==> src/rtl/fp_wb_sequencer.sv <==
// ---------------------------------------------------------------------------
// fp_wb_sequencer
//
// Write-side sequencer for the floating-point register file. Results from the
// multi-cycle FPU are queued in a small FIFO. Results from the FP load path
// are not buffered. A single winner per cycle goes into a one-deep write stage
// that drives the register file's only write port. A per-register pending
// scoreboard lets issue logic stall on RAW/WAW hazards.
//
// Arbitration: a load beats the FIFO head. A 2-bit starvation counter counts
// the loads that win while the FIFO holds data. When the counter reaches 3 the
// load port is closed for one cycle and the FIFO head is written instead.
//
// Optional feature (macro FP_WB_BYPASS_EN): when the FIFO is empty and no load
// is accepted, an incoming FPU result goes straight to the write stage without
// entering the FIFO. This saves one cycle of latency.
//
// Parameters:
//   DEPTH  FPU result FIFO entries (power of two, >= 2)
//   XLEN   data width
//
// Ports:
//   clk_i             clock
//   rst_ni            asynchronous active-low reset
//   fpu_valid_i/fpu_ready_o/fpu_rd_i/fpu_data_i   FPU result handshake
//   ld_valid_i/ld_ready_o/ld_rd_i/ld_data_i       FP load handshake
//   issue_valid_i/issue_rd_i                      FP-writing instruction issue
//   busy_o            pending-write bit per FP register
//   fregwrite_o/frd_o/writeback_data_o            register-file write port
// ---------------------------------------------------------------------------
module fp_wb_sequencer #(
    parameter int DEPTH = 4,
    parameter int XLEN  = 32
) (
    input  logic            clk_i,
    input  logic            rst_ni,

    input  logic            fpu_valid_i,
    output logic            fpu_ready_o,
    input  logic [4:0]      fpu_rd_i,
    input  logic [XLEN-1:0] fpu_data_i,

    input  logic            ld_valid_i,
    output logic            ld_ready_o,
    input  logic [4:0]      ld_rd_i,
    input  logic [XLEN-1:0] ld_data_i,

    input  logic            issue_valid_i,
    input  logic [4:0]      issue_rd_i,

    output logic [31:0]     busy_o,

    output logic            fregwrite_o,
    output logic [4:0]      frd_o,
    output logic [XLEN-1:0] writeback_data_o
);

    localparam int PTR_W = (DEPTH > 1) ? $clog2(DEPTH) : 1;
    localparam logic [PTR_W:0] FULL_CNT = (PTR_W + 1)'(DEPTH);
    localparam logic [1:0] STARVE_MAX = 2'd3;

    // Saturating increment of the starvation counter. The counter cannot
    // actually pass 3, because the load port is closed at 3. The saturation
    // keeps the counter from wrapping to 0 if that ever changed.
    function automatic logic [1:0] starve_inc(input logic [1:0] s);
        return (s == STARVE_MAX) ? s : s + 2'd1;
    endfunction

    // FIFO storage and control
    logic [4:0]      rd_mem   [DEPTH];
    logic [XLEN-1:0] data_mem [DEPTH];
    logic [PTR_W-1:0] wr_ptr_q, rd_ptr_q;
    logic [PTR_W:0]   count_q,  count_d;
    logic             fifo_empty;

    // Arbitration state
    logic [1:0] starve_q, starve_d;

    // Handshake decisions for the current cycle
    logic ld_take;
    logic fpu_take;
    logic bypass;
    logic enq;
    logic deq;

    // Arbitration winner (stage 0, combinational)
    logic            win_vld_p0;
    logic [4:0]      win_rd_p0;
    logic [XLEN-1:0] win_data_p0;

    // Write stage (stage 1, registered, drives the register-file port)
    logic            wb_vld_p1;
    logic [4:0]      wb_rd_p1;
    logic [XLEN-1:0] wb_data_p1;

    // Scoreboard
    logic [31:0] busy_q, busy_d;

    // Handshakes. Both ready signals come from registered state only.
    assign fifo_empty  = (count_q == '0);
    assign fpu_ready_o = (count_q < FULL_CNT);
    assign ld_ready_o  = (starve_q != STARVE_MAX);

    assign ld_take  = ld_valid_i  && ld_ready_o;
    assign fpu_take = fpu_valid_i && fpu_ready_o;

`ifdef FP_WB_BYPASS_EN
    // The result goes to the write stage directly. It is still a completed
    // FPU handshake, but nothing is written into the FIFO.
    assign bypass = fifo_empty && fpu_valid_i && !ld_take;
`else
    assign bypass = 1'b0;
`endif

    assign enq = fpu_take && !bypass;
    // The FIFO head is dequeued exactly when it wins arbitration.
    assign deq = !fifo_empty && !ld_take;

    // ---- stage 0: arbitration ----
    always_comb begin
        win_vld_p0  = 1'b0;
        win_rd_p0   = rd_mem[rd_ptr_q];
        win_data_p0 = data_mem[rd_ptr_q];
        if (ld_take) begin
            win_vld_p0  = 1'b1;
            win_rd_p0   = ld_rd_i;
            win_data_p0 = ld_data_i;
        end else if (!fifo_empty) begin
            win_vld_p0  = 1'b1;
        end else if (bypass) begin
            win_vld_p0  = 1'b1;
            win_rd_p0   = fpu_rd_i;
            win_data_p0 = fpu_data_i;
        end
    end

    // The counter counts a load win only while FIFO data is waiting. A FIFO
    // win (including a bypass, which needs an empty FIFO) resets it.
    always_comb begin
        starve_d = starve_q;
        if (fifo_empty) begin
            starve_d = 2'd0;
        end else if (ld_take) begin
            starve_d = starve_inc(starve_q);
        end else begin
            starve_d = 2'd0;
        end
    end

    always_comb begin
        count_d = count_q;
        unique case ({enq, deq})
            2'b10:   count_d = count_q + 1'b1;
            2'b01:   count_d = count_q - 1'b1;
            default: count_d = count_q;
        endcase
    end

    // A write clears its register's bit. An issue in the same cycle sets the
    // bit again, because that issue has a newer write still outstanding.
    always_comb begin
        busy_d = busy_q;
        if (wb_vld_p1) begin
            busy_d[wb_rd_p1] = 1'b0;
        end
        if (issue_valid_i) begin
            busy_d[issue_rd_i] = 1'b1;
        end
    end

    // FIFO payload storage. This is data only, so it has no reset.
    always_ff @(posedge clk_i) begin
        if (enq) begin
            rd_mem[wr_ptr_q]   <= fpu_rd_i;
            data_mem[wr_ptr_q] <= fpu_data_i;
        end
    end

    // FIFO control and arbitration state. Pointers wrap naturally at DEPTH.
    always_ff @(posedge clk_i or negedge rst_ni) begin
        if (!rst_ni) begin
            wr_ptr_q <= '0;
            rd_ptr_q <= '0;
            count_q  <= '0;
            starve_q <= 2'd0;
        end else begin
            if (enq) begin
                wr_ptr_q <= wr_ptr_q + 1'b1;
            end
            if (deq) begin
                rd_ptr_q <= rd_ptr_q + 1'b1;
            end
            count_q  <= count_d;
            starve_q <= starve_d;
        end
    end

    // ---- stage 1: register-file write stage ----
    // Address and data hold their values in idle cycles. The whole stage is
    // reset so that an in-flight write is dropped the moment reset asserts.
    always_ff @(posedge clk_i or negedge rst_ni) begin
        if (!rst_ni) begin
            wb_vld_p1  <= 1'b0;
            wb_rd_p1   <= 5'd0;
            wb_data_p1 <= '0;
        end else begin
            wb_vld_p1 <= win_vld_p0;
            if (win_vld_p0) begin
                wb_rd_p1   <= win_rd_p0;
                wb_data_p1 <= win_data_p0;
            end
        end
    end

    always_ff @(posedge clk_i or negedge rst_ni) begin
        if (!rst_ni) begin
            busy_q <= '0;
        end else begin
            busy_q <= busy_d;
        end
    end

    assign fregwrite_o      = wb_vld_p1;
    assign frd_o            = wb_rd_p1;
    assign writeback_data_o = wb_data_p1;
    assign busy_o           = busy_q;

endmodule

==> config.mk <==
export PLATFORM = sky130hd
export DESIGN_NAME = fp_wb_sequencer
export DESIGN_NICKNAME = d
export VERILOG_FILES = /design/src/rtl/fp_wb_sequencer.sv
export SDC_FILE = /design/constraint.sdc
export NUM_CORES = 1
export LEC_CHECK = 0
export BUFFER_PORTS_ARGS = -buffer_cell sky130_fd_sc_hd__buf_2
export CORE_AREA = 2 2 191 193
export CTS_BUF_LIST = sky130_fd_sc_hd__clkbuf_4
export DETAILED_ROUTE_END_ITERATION = 7
export DIE_AREA = 0 0 193 195
export PLACE_DENSITY = 0.48
export SYNTH_ARGS = -nofsm -noshare
export SYNTH_HDL_FRONTEND = slang
export SYNTH_SLANG_ARGS = --single-unit
==> constraint.sdc <==
create_clock -name clk_i -period 3.2 [get_ports clk_i]
set_input_delay 0.64 -clock clk_i [delete_from_list [all_inputs] [get_ports clk_i]]
set_output_delay 0.64 -clock clk_i [all_outputs]
set_load 0.02 [all_outputs]
======== Word-level counts from Yosys, hierarchy flattened ========
Memory sizes are Yosys's and may differ from the RTL's.
Cells that the tools add are included.
word-level totals
  flip-flop bits (word level) ............. 79
  bits in latches ......................... 0
  RAM bits ................................ 148
  memory bits (read-only) ................. 0
  bits of input ports ..................... 84
  output and inout bits ................... 72
  word-level logic and storage cells ...... 53
  memories kept ........................... 2
memory list
  name      words  bits a word  rd ports  clocked after Yosys merged registers in  wr ports  line  text
  data_mem  4      32           1         0                                        1         71    logic [XLEN-1:0] data_mem [DEPTH];
  rd_mem    4      5            1         0                                        1         70    logic [4:0] rd_mem [DEPTH];
cells by class
  add/subtract/negate cells ............... 5
  multipliers ............................. 0
  divide/modulo/power cells ............... 0
  $lt $le $gt $ge ......................... 5
  equal/unequal tests ..................... 5
  shift-type cells ........................ 0
  mux-type cells .......................... 16
  bitwise logic cells ..................... 3
  reduce and logical (&&, ||, !) cells .... 9
operators with widths
  kind                   count
  $mux W32               3
  $and A32 B32 Y32       1
  $not A32 Y32           1
  $or A32 B32 Y32        1
  $lt A5 B6 Y1 const B   2
  $demux W1 S5           2
  $ge A5 B1 Y1 const B   2
  $add A2 B1 Y2 const B  3
  $mux W1                6
  $mux W2                3
  $pmux W3 S2            1
  $logic_and A1 B1 Y1    5
  $mux W5                1
  $eq A2 B2 Y1 const B   2
  $add A3 B1 Y3 const B  1
  $logic_not A3 Y1       1
  $lt A3 B3 Y1 const B   1
  $ne A3 B3 Y1 const B   1
  $sub A3 B1 Y3 const B  1
  $eq A2 B1 Y1 const B   1
  $logic_not A1 Y1       2
  $ne A2 B2 Y1 const B   1
  $reduce_bool A2 Y1     1

======== Logic depth before layout (Yosys ltp) ========
Gate-level depths: netlist (run 1).
  depth after elaboration ................. 9
  depth in mapped cells ................... 10
  gate-level depth less buffers ........... 9

======== Worst setup path before layout (run 1) ========
OpenSTA, ideal clock, no wires.
  path type ............................... in2reg
  start point ............................. input port fpu_valid_i
  end point ............................... memory data_mem[0][0] (enable)
  library setup time ...................... 0.398 ns
  data arrival time ....................... 1.910 ns
  required time ........................... 2.802 ns
  slack ................................... 0.892 ns
  cell stages on the path ................. 3
  path buffers ............................ 1
  cells stage by stage .................... nor2b_1 > clkbuf_1 > and2_1
on the way
  word-level cells in the longest chain between the ends .. 3
RTL lines
  what                           line  text
  from (decl)                    38    input logic fpu_valid_i,
  $logic_and A1 B1 Y1            105   assign fpu_take = fpu_valid_i && fpu_ready_o;
  $mux W1                        173   if (enq) begin
  $mux W1 (implied by the code)  175   data_mem[wr_ptr_q] <= fpu_data_i;
  to (decl)                      71
No other way between the ends.

======== Final worst setup path (run 1) ========
  start point ............................. register starve_q[0]
  end point ............................... output port ld_ready_o
on the way
  word-level cells in the longest chain between the ends .. 1
RTL lines
  what                    line  text
  from (decl)             77    logic [1:0] starve_q, starve_d;
  from (signal assigned)  194   starve_q <= starve_d;
  $ne A2 B2 Y1            102   assign ld_ready_o = (starve_q != STARVE_MAX);
  to (decl)               44    output logic ld_ready_o,
No other way between the ends.

==> impl_metrics.json, run 1 <==
{
  "dp_hpwl_mm": 14.57,
  "cts-buffers-inserted": 61,
  "slew_violations": 0,
  "wire_per_inst_um": 18.68,
  "relSlewSlack": 0.3732,
  "p_seq_frac": 0.436,
  "worst_path_max_delay_cell": "dfrtp_1",
  "grt.busiest_layer": "met2",
  "grt_pass1_wl_mm": 34.19,
  "final_common_cell": "buf_2",
  "min_period_over_period": 0.6975,
  "rr_startpoint": "starve_q[0]$_DFFE_PN0P_",
  "rr_worst_depth": 4,
  "r2r_slack_ns": 1.16,
  "vias": 5410,
  "synthTopCellsByArea": "edfxtp_1, dfrtp_1, mux4_2, a221o_1, o21ai_0",
  "fin_crit_ns": 2.232,
  "outcome": "finished clean",
  "arrival_ns": 1.59,
  "crit_fanout": 3,
  "synth_seq_cells": 227,
  "slowest_delay_ns": 0.38,
  "drt_iter0_drc": 277,
  "clock.fmax_mhz": 448.0,
  "syn-cell-area_sq_mm": 0.008760,
  "clk_pin_slew_ns": 0.06,
  "antenna_found_initial": 7,
  "final_core_util": 0.3105,
  "holdCritPathClass": "in2async",
  "clkSinkCount": 227,
  "io_buffers": 155,
  "clk-insertion-delay-late_ns": 0.70,
  "crit_type": "reg2out",
  "drt-vias-per-instance": 4.464,
  "overflow": 0,
  "firstDrtPassIters": 4,
  "rows": 69,
  "finalWirelength_mm": 22.64,
  "end_kind": "output pin",
  "yosysUniqueCellTypes": 27,
  "crit_path_cell_trace": "ha_1 > inv_1 > buf_2",
  "synth_warnings": 0,
  "postCtsResizedCells": 0,
  "crit_required_ns": 2.56,
  "power_frac_comb": 0.306,
  "p_clk_frac": 0.258,
  "max-clock-path-buffers": 3,
  "powerDensity_mw_per_mm2": 918.6,
  "clock_skew_ns": 0.04804,
  "cts_setup_buffers": 0,
  "ioPinCount": 156,
  "final_nets": 787,
  "die_area_sq_mm": 0.03764,
  "gr-usage-met3": 0.04026,
  "finalSetupViolations": 0,
  "register_area_sq_mm": 0.006426,
  "nFillCells": 3584,
  "netlist.area_leader.share": 0.5074,
  "grt_max_degree": 67,
  "htreeDepth": 2,
  "track_usage": 0.1212,
  "hold_violations": 0,
  "swShare": 0.3461,
  "coreArea_sq_mm": 0.03540,
  "cts-root-buf": "clkbuf_4",
  "grt_pass1_vias": 5540,
  "start_util": 0.2475,
  "fp.dieW_um": 193,
  "rsz0062_at_grt": "false",
  "cts_tree": "done",
  "tns_ns": 0,
  "worstSetupStartpointType": "flip-flop",
  "gp_congestion": 0.8022,
  "tightestPinTransition_ns": 0.9402,
  "yosysTopAreaCell": "edfxtp_1",
  "ys_seq_area_frac": 0.7330,
  "multi_input_area_sq_mm": 0.002215,
  "p_int_mw": 6.603,
  "cts_hold_buf": 0,
  "power_mw": 10.10,
  "setup_ws_ns": 0.9679,
  "layout_common_cells": "buf_2, edfxtp_1, clkbuf_4",
  "ir_drop_v": 0.0005204,
  "r2r_end": "writeback_data_o[27]$_DFFE_PN0P_",
  "drive_gt1_frac": 0.4297,
  "syn_nets": 584,
  "p_sw_mw": 3.494,
  "fp.dieH_um": 195,
  "ant_nets": 0,
  "drc": 0,
  "use_met2": 0.1955,
  "met1_usage": 0.1526,
  "synth_cells": 493,
  "area_growth_pct": 25.48,
  "power_leakage_nw": 4.299,
  "dpl_worst_slack_ns": 0.8772,
  "syn_avg_cell_area_sq_um": 17.77,
  "maxCapViolCount": 0
}
[synth_stat cells, drive strengths merged]
library cell,instances
a221o,37
and2,4
and3,38
buf,9
clkbuf,18
dfrtp,79
edfxtp,148
fa,1
ha,6
inv,8
mux2i,1
mux4,37
nand2,3
nand2b,1
nand3,5
nand3b,10
nor2,3
nor2b,2
nor3,2
o21ai,65
or3,3
or3b,7
xnor2,4
xor2,2
[how the worst max path moves through the flow]
stage | startpoint | end | slack [ns] | cells past startpoint
global placement | fpu_valid_i | data_mem[2][12]$_DFFE_PP_ | 0.90 | 4
global route | starve_q[0]$_DFFE_PN0P_ | ld_ready_o | 0.83 | 3
detailed placement | fpu_valid_i | data_mem[2][12]$_DFFE_PP_ | 0.88 | 4
CTS | starve_q[0]$_DFFE_PN0P_ | ld_ready_o | 0.90 | 3
finish | starve_q[0]$_DFFE_PN0P_ | ld_ready_o | 0.97 | 3
floorplan | fpu_valid_i | data_mem[0][0]$_DFFE_PP_ | 0.89 | 3
[cell type report]
| class | instances | share of cell area |
|---|---|---|
| antenna | 4 | 0.0009106 |
| clock buffer | 94 | 0.06420 |
| clock inverter | 20 | 0.01002 |
| inverter | 8 | 0.002732 |
| multi-input combinational | 231 | 0.2015 |
| sequential | 227 | 0.5846 |
| tap | 461 | 0.05248 |
| timing repair buffer | 167 | 0.08355 |
[power by group through the flow]
stage / logic, mW / clock network (mW) / registers, mW
after floorplan: 1.60 / 0 / 4.75
after global placement: 3.13 / 0 / 4.47
after detailed placement: 3.16 / 0 / 4.47
after CTS: 3.17 / 2.73 / 4.42
after global routing: 3.38 / 2.90 / 4.50
final: 3.09 / 2.61 / 4.40
[critical path: cells and delay by family (launching register included)]
| kind | cells | cell delay (ns) |
|---|---|---|
| flip-flops | 1 | 0.38 |
| adder cells (fa/ha/maj) | 1 | 0.24 |
| buffers and inverters | 2 | 0.28 |
[registers in the layout (all words and copies together) (netlist names)]
register / cells
rd_ptr_q: 2
wr_ptr_q: 2
frd_o: 5
data_mem: 128
writeback_data_o: 32
starve_q: 2
fregwrite_o: 1
busy_o: 32
rd_mem: 20
count_q: 3
[routing by layer]
layer | vias to the layer above | wire [um]
met1 | 2722 | 9628
met2 | 186 | 10870
met3 | 47 | 1703
li1 | 2449 | -
met5 | - | 34
met4 | 6 | 408
[cell families (layout without fill, tap and decap cells)]
kind of cell	Yosys count	after routing	synth area share
muxes	38	38	0.09627
other	0	4	0
adders and majority gates	7	7	0.01086
and+or+nand+nor	78	78	0.05699
buffers and inverters	35	289	0.01743
xor gates and xnor gates	6	6	0.005999
DFF	227	227	0.7330
AOI/OAI and AO/OA	102	102	0.07942
[per-stage QoR]
step           cells  hold WS (ns)  instance area (sq um)
2_1_floorplan    493        0.3444                   8760
3_3_place_gp    1094        0.4291                  10170
3_5_place_dp    1094        0.4384                  10170
4_1_cts         1208       0.05520                  10980
5_1_grt         1209       0.06507                  10980
6_report        1212       0.08078                  10990
(Power assumes the default switching activity.)
==> run 2: changes to the inputs <==
Settings changed: ABC_AREA from default to 1, CORE_AREA 2 2 191 193 to 2 2 195 197, DIE_AREA 0 0 193 195 to 0 0 197 199, PLACE_DENSITY 0.48 to 0.47.
Clock period 3.2 ns to 2.1 ns, I/O delays scaled along.
==> impl_metrics.json, run 2 <==
{
  "io_buffers": 155,
  "swShare": 0.3875,
  "cts_tree": "done",
  "syn_avg_cell_area_sq_um": 11.63,
  "yosysUniqueCellTypes": 26,
  "p_sw_mw": 6.445,
  "clkSinkCount": 227,
  "crit_type": "reg2out",
  "worst-path-buf-inv": 2,
  "cts-buffers-inserted": 67,
  "ys.flop_type": "edfxtp_1",
  "end_kind": "output pin",
  "synth-compound-area-share": 0.03823,
  "synth_warnings": 0,
  "power_mw": 16.63,
  "die_area_sq_mm": 0.03920,
  "r2r_end": "count_q[2]$_DFFE_PN0P_",
  "arrival_ns": 1.52,
  "netlist.area_leader.share": 0.4868,
  "clock_skew_ns": 0.05809,
  "synth_cells": 785,
  "htreeDepth": 3,
  "fp.dieW_um": 197,
  "gp_congestion": 0.8175,
  "clk-insertion-delay-late_ns": 0.71,
  "slowest_delay_ns": 0.38,
  "fin_crit_ns": 1.936,
  "min_from": "issue_rd_i[2]",
  "ant_nets": 0,
  "syn-cell-area_sq_mm": 0.009130,
  "drc": 0,
  "power_leakage_nw": 5.058,
  "relSlewSlack": 0.6112,
  "min_path_cells": 3,
  "overflow": 0,
  "synth_seq_cells": 227,
  "finalWirelength_mm": 25.08,
  "dp_cells": 1402,
  "outcome": "finished clean",
  "placed_cell_area_sq_mm": 0.01057,
  "p_clk_frac": 0.260,
  "grt_pass1_vias": 7045,
  "synth_top_family_by_area": "simple AND/OR/NAND/NOR gates",
  "min_period_over_period": 0.9218,
  "crit_fanout": 2,
  "synth-simple-area-share": 0.2101,
  "crit_required_ns": 1.68,
  "drt-vias-per-instance": 4.365,
  "largest_register": "data_mem",
  "clock.fmax_mhz": 516.6,
  "nFillCells": 3796,
  "drive_gt1_frac": 0.2936,
  "powerDensity_mw_per_mm2": 1360,
  "grt_max_degree": 49,
  "synth-adder-area-share": 0.01042,
  "whs_ns": 0.1182,
  "worstSetupStartpointType": "flip-flop",
  "rr_worst_depth": 9,
  "yosysTopAreaCell": "edfxtp_1",
  "firstDrtPassIters": 5,
  "p_int_mw": 10.18,
  "worst_path_max_delay_cell": "dfrtp_1",
  "final_common_cell": "nand2_1",
  "clk_pin_slew_ns": 0.06,
  "power_frac_comb": 0.344,
  "max-clock-path-buffers": 3,
  "hold_violations": 0,
  "synthTopCellsByCount": "nand2_1, nand3_1, edfxtp_1",
  "ys_async_sr_fraction": 0.3480,
  "start_util": 0.2459,
  "dp_hpwl_mm": 15.12,
  "crit_path_cell_trace": "ha_2 > inv_1 > clkbuf_4",
  "slew_violations": 0,
  "final_nets": 1163,
  "cts-root-buf": "clkbuf_4",
  "drt_iter0_drc": 295,
  "grt_pass1_wl_mm": 38.66,
  "finalSetupViolations": 0,
  "synthTopCellsByArea": "edfxtp_1, dfrtp_1, nand3_1, nand2_1, o21ai_0",
  "holdCritPathClass": "in2reg",
  "min_to": "busy_o[29]$_DFF_PN0_",
  "synthMostInstantiatedCell": "nand2_1",
  "synth-xor-area-share": 0.002878,
  "largest_reg_flops": 128,
  "synth_edf_count": 148,
  "finalInstanceArea_sq_mm": 0.01223,
  "ioPinCount": 156,
  "ir_drop_v": 0.0005425,
  "coreArea_sq_mm": 0.03713,
  "layout_common_cells": "nand2_1, nand3_1, buf_2",
  "ys_seq_area_frac": 0.7033,
  "syn_nets": 876,
  "r2r_slack_ns": 0.19,
  "fp.dieH_um": 199,
  "fin_cells": 1601,
  "synthMuxAreaShare": 0,
  "crit_family": "flip-flops",
  "rsz0062_at_grt": "false",
  "track_usage": 0.1301,
  "rr_startpoint": "starve_q[0]$_DFFE_PN0P_",
  "antenna_found_initial": 4,
  "cts_setup_buffers": 0,
  "p_seq_frac": 0.396,
  "rows": 71,
  "area_growth_pct": 33.92,
  "maxCapViolCount": 0,
  "wire_per_inst_um": 15.66,
  "vias": 6988,
  "tightestPinTransition_ns": 0.5832
}
==> run 2: changes by cell type after synthesis, moves of 6 or more <==
| cell | change |
|---|---|
| clkbuf_1 | -12 |
| nand2_2 | +20 |
| or3b_2 | -7 |
| nand3_2 | +14 |
| buf_2 | +18 |
| nand2_1 | +207 |
| nor2_1 | +6 |
| and3_1 | -38 |
| inv_1 | +17 |
| nand3b_1 | -10 |
| a221o_1 | -37 |
| nand3_1 | +153 |
| mux4_2 | -37 |
==> run 2: cells by family after synthesis <==
group	Yosys count
compound gates	69
buf+inv	63
xor+xnor	3
flops	227
simple gates	416
fa+ha+maj	7
==> run 2: repair_timing <==
| action | CTS | global route |
|---|---|---|
| resized for setup | 0 | 3 |
| hold buffers | 75 | 0 |
| hold endpoints to repair | 218 | 0 |
| endpoints found under the setup margin | 0 | 5 |
==> run 2: layout make-up <==
class	instances	area, sq um	share of cell area
sequential	227	6424	0.5254
multi-input combinational	495	2429	0.1986
timing repair buffer	254	1778	0.1454
clock buffer	92	690.7	0.05649
tap	474	593.1	0.04851
clock inverter	29	203.9	0.01668
inverter	27	101.3	0.008289
antenna	3	7.507	0.0006140
==> run 2: worst max-delay path by stage <==
stage	start	to	cells after the start
finish	starve_q[0]$_DFFE_PN0P_	ld_ready_o	3
global route	starve_q[0]$_DFFE_PN0P_	ld_ready_o	3
CTS	starve_q[0]$_DFFE_PN0P_	ld_ready_o	3
detailed placement	ld_valid_i	count_q[2]$_DFFE_PN0P_	10
global placement	ld_valid_i	count_q[2]$_DFFE_PN0P_	10
floorplan	count_q[2]$_DFFE_PN0P_	data_mem[0][0]$_DFFE_PP_	3
==> run 2: per-stage QoR <==
| stage | utilization | setup slack (ns) | TNS, ns |
|---|---|---|---|
| 3_5_place_dp | 0.2845 | 0.1296 | 0 |
| 6_report | 0.3293 | 0.1642 | 0 |
| 2_1_floorplan | - | -0.1333 | -19.72 |
| 5_1_grt | 0.3293 | 0.01675 | 0 |
| 3_3_place_gp | 0.2845 | 0.1256 | 0 |
| 4_1_cts | 0.3288 | 0.01318 | 0 |
==> run 2: power groups by stage <==
stage	Clock, mW	Combinational (mW)	Sequential, mW
5_1_grt	4.77	6.38	6.72
2_1_floorplan	0	2.78	7.40
3_3_place_gp	0	5.68	6.67
4_1_cts	4.52	5.87	6.60
3_5_place_dp	0	5.76	6.66
6_report	4.32	5.72	6.59
==> run 2: worst register-to-register path, delay by kind of cell, from the launching register on <==
kind                       cells  cell delay [ns]
buffers and inverters          1             0.06
and+or+nand+nor                3             0.43
adders and majority gates      3             0.73
AOI/OAI and AO/OA              1             0.11
DFF                            1             0.36
xor gates and xnor gates       1             0.14
==> run 2: routing by layer <==
metal	up-vias	track usage	wire (um)
li1	3354	-	-
met3	48	0.03577	1448
met1	3368	0.1586	10940
met2	216	0.2144	12080
met4	2	0.06071	602
met5	-	0	13
==> run 3: changes to the inputs <==
Settings changed: PLACE_DENSITY 0.47 to 0.51, SKIP_CTS_REPAIR_TIMING from default to 1.
==> impl_metrics.json, run 3 (synthesis gave the netlist of run 2 again) <==
{
  "drc": 0,
  "final_common_cell": "nand2_1",
  "clock_skew_ns": 0.04807,
  "max-clock-path-buffers": 3,
  "worst-path-buf-inv": 2,
  "dp_hpwl_mm": 15.34,
  "die_area_sq_mm": 0.03920,
  "powerDensity_mw_per_mm2": 1373,
  "p_sw_mw": 6.447,
  "layout_common_cells": "nand2_1, nand3_1, buf_2",
  "finalSetupViolations": 0,
  "gp_congestion": 0.8378,
  "grt_pass1_vias": 6396,
  "nFillCells": 3789,
  "clk_pin_slew_ns": 0.07,
  "tightestPinTransition_ns": 0.5554,
  "tns_ns": 0,
  "firstDrtPassIters": 4,
  "finalWirelength_mm": 24.54,
  "area_growth_pct": 34.52,
  "holdCritPathClass": "in2reg",
  "largest_reg_flops": 128,
  "htreeDepth": 3,
  "cts-root-buf": "clkbuf_4",
  "placed_cell_area_sq_mm": 0.01059,
  "worstSetupStartpointType": "flip-flop",
  "crit_required_ns": 1.68,
  "outcome": "finished clean",
  "crit_type": "reg2out",
  "wire_per_inst_um": 15.37,
  "maxCapViolCount": 0,
  "final_nets": 1160,
  "final_core_util": 0.3308,
  "clk-insertion-delay-late_ns": 0.70,
  "rows": 71,
  "cts_tree": "done",
  "clkSinkCount": 227,
  "fp.dieW_um": 197,
  "drt-vias-per-instance": 4.328,
  "rsz0062_at_grt": "false",
  "start_util": 0.2459,
  "slew_violations": 0,
  "crit_family": "flip-flops",
  "coreArea_sq_mm": 0.03713,
  "grt_max_degree": 76,
  "largest_register": "data_mem",
  "crit_fanout": 2,
  "vias": 6912,
  "io_buffers": 155,
  "end_kind": "output pin",
  "clock.fmax_mhz": 512.9,
  "drive_gt1_frac": 0.2946,
  "hold_violations": 0,
  "slowest_delay_ns": 0.38,
  "power_leakage_nw": 5.089,
  "p_int_mw": 10.42,
  "crit_path_cell_trace": "ha_1 > inv_1 > buf_2",
  "ant_nets": 0,
  "p_clk_frac": 0.270,
  "antenna_found_initial": 2,
  "cts-buffers-inserted": 66,
  "power_frac_comb": 0.336,
  "fin_crit_ns": 1.950,
  "swShare": 0.3822,
  "overflow": 0,
  "drt_iter0_drc": 260,
  "finalInstanceArea_sq_mm": 0.01228,
  "ir_drop_v": 0.0006178,
  "worst_path_max_delay_cell": "dfrtp_1",
  "relSlewSlack": 0.6297,
  "min_period_over_period": 0.9285,
  "track_usage": 0.1243,
  "p_seq_frac": 0.394,
  "grt_pass1_wl_mm": 36.69,
  "ioPinCount": 156,
  "fp.dieH_um": 199,
  "arrival_ns": 1.53
}
## run 3: cell type report
class	instances	area, sq um	share of cell area
flip-flops and latches	227	6424	0.5230
diodes	3	7.507	0.0006112
well taps	474	593.1	0.04829
inverters	27	101.3	0.008252
clock buffers	90	675.6	0.05501
clock inverters	29	260.3	0.02119
repair buffers	252	1794	0.1461
multi-input cells	495	2426	0.1975
## run 3: power by group through the flow
stage | Combinational (mW) | Clock (mW) | Sequential (mW)
floorplan | 2.78 | 0 | 7.40
global placement | 5.60 | 0 | 6.72
detailed placement | 5.68 | 0 | 6.73
CTS | 5.69 | 4.73 | 6.65
global route | 6.33 | 4.96 | 6.78
finish | 5.67 | 4.56 | 6.64
## run 3: through the flow
step / hold WS (ns) / power, mW / instances / worst slack, ns
detailed placement: 0.3018 / 12.40 / 1400 / 0.1076
floorplan: 0.1244 / 10.17 / 785 / -0.1333
finish: 0.1500 / 16.87 / 1597 / 0.1502
CTS: -0.4723 / 17.07 / 1519 / 0.05184
global placement: 0.3044 / 12.32 / 1400 / 0.1387
global route: 0.08488 / 18.07 / 1595 / 0.006626
## run 3: layer usage
layer	share of wire	track usage
met4	0.018	0.04456
met5	0	0
met3	0.066	0.04578
met2	0.47	0.1962
met1	0.45	0.1564
## run 3: tightest hold or removal path: cells and delay by family
family / cells / cell delay (ns)
AND/OR/NAND/NOR: 1 / 0.15
AO/OA/AOI/OAI: 1 / 0.09
buffers and inverters: 1 / 0.12
## run 3: worst paths after layout
kind | cells past startpoint | slack, ns | from | to
max | 3 | 0.15 | starve_q[0]$_DFFE_PN0P_ | ld_ready_o
min | 3 | 0.15 | issue_rd_i[3] | busy_o[11]$_DFF_PN0_
max reg2reg | 9 | 0.15 | starve_q[0]$_DFFE_PN0P_ | count_q[2]$_DFFE_PN0P_
min reg2reg | 1 | 0.44 | starve_q[0]$_DFFE_PN0P_ | starve_q[0]$_DFFE_PN0P_
max in group asynchronous | 3 | 1.30 | rst_ni | rd_ptr_q[0]$_DFFE_PN0P_
min in group asynchronous | 2 | 0.18 | rst_ni | frd_o[0]$_DFFE_PN0P_
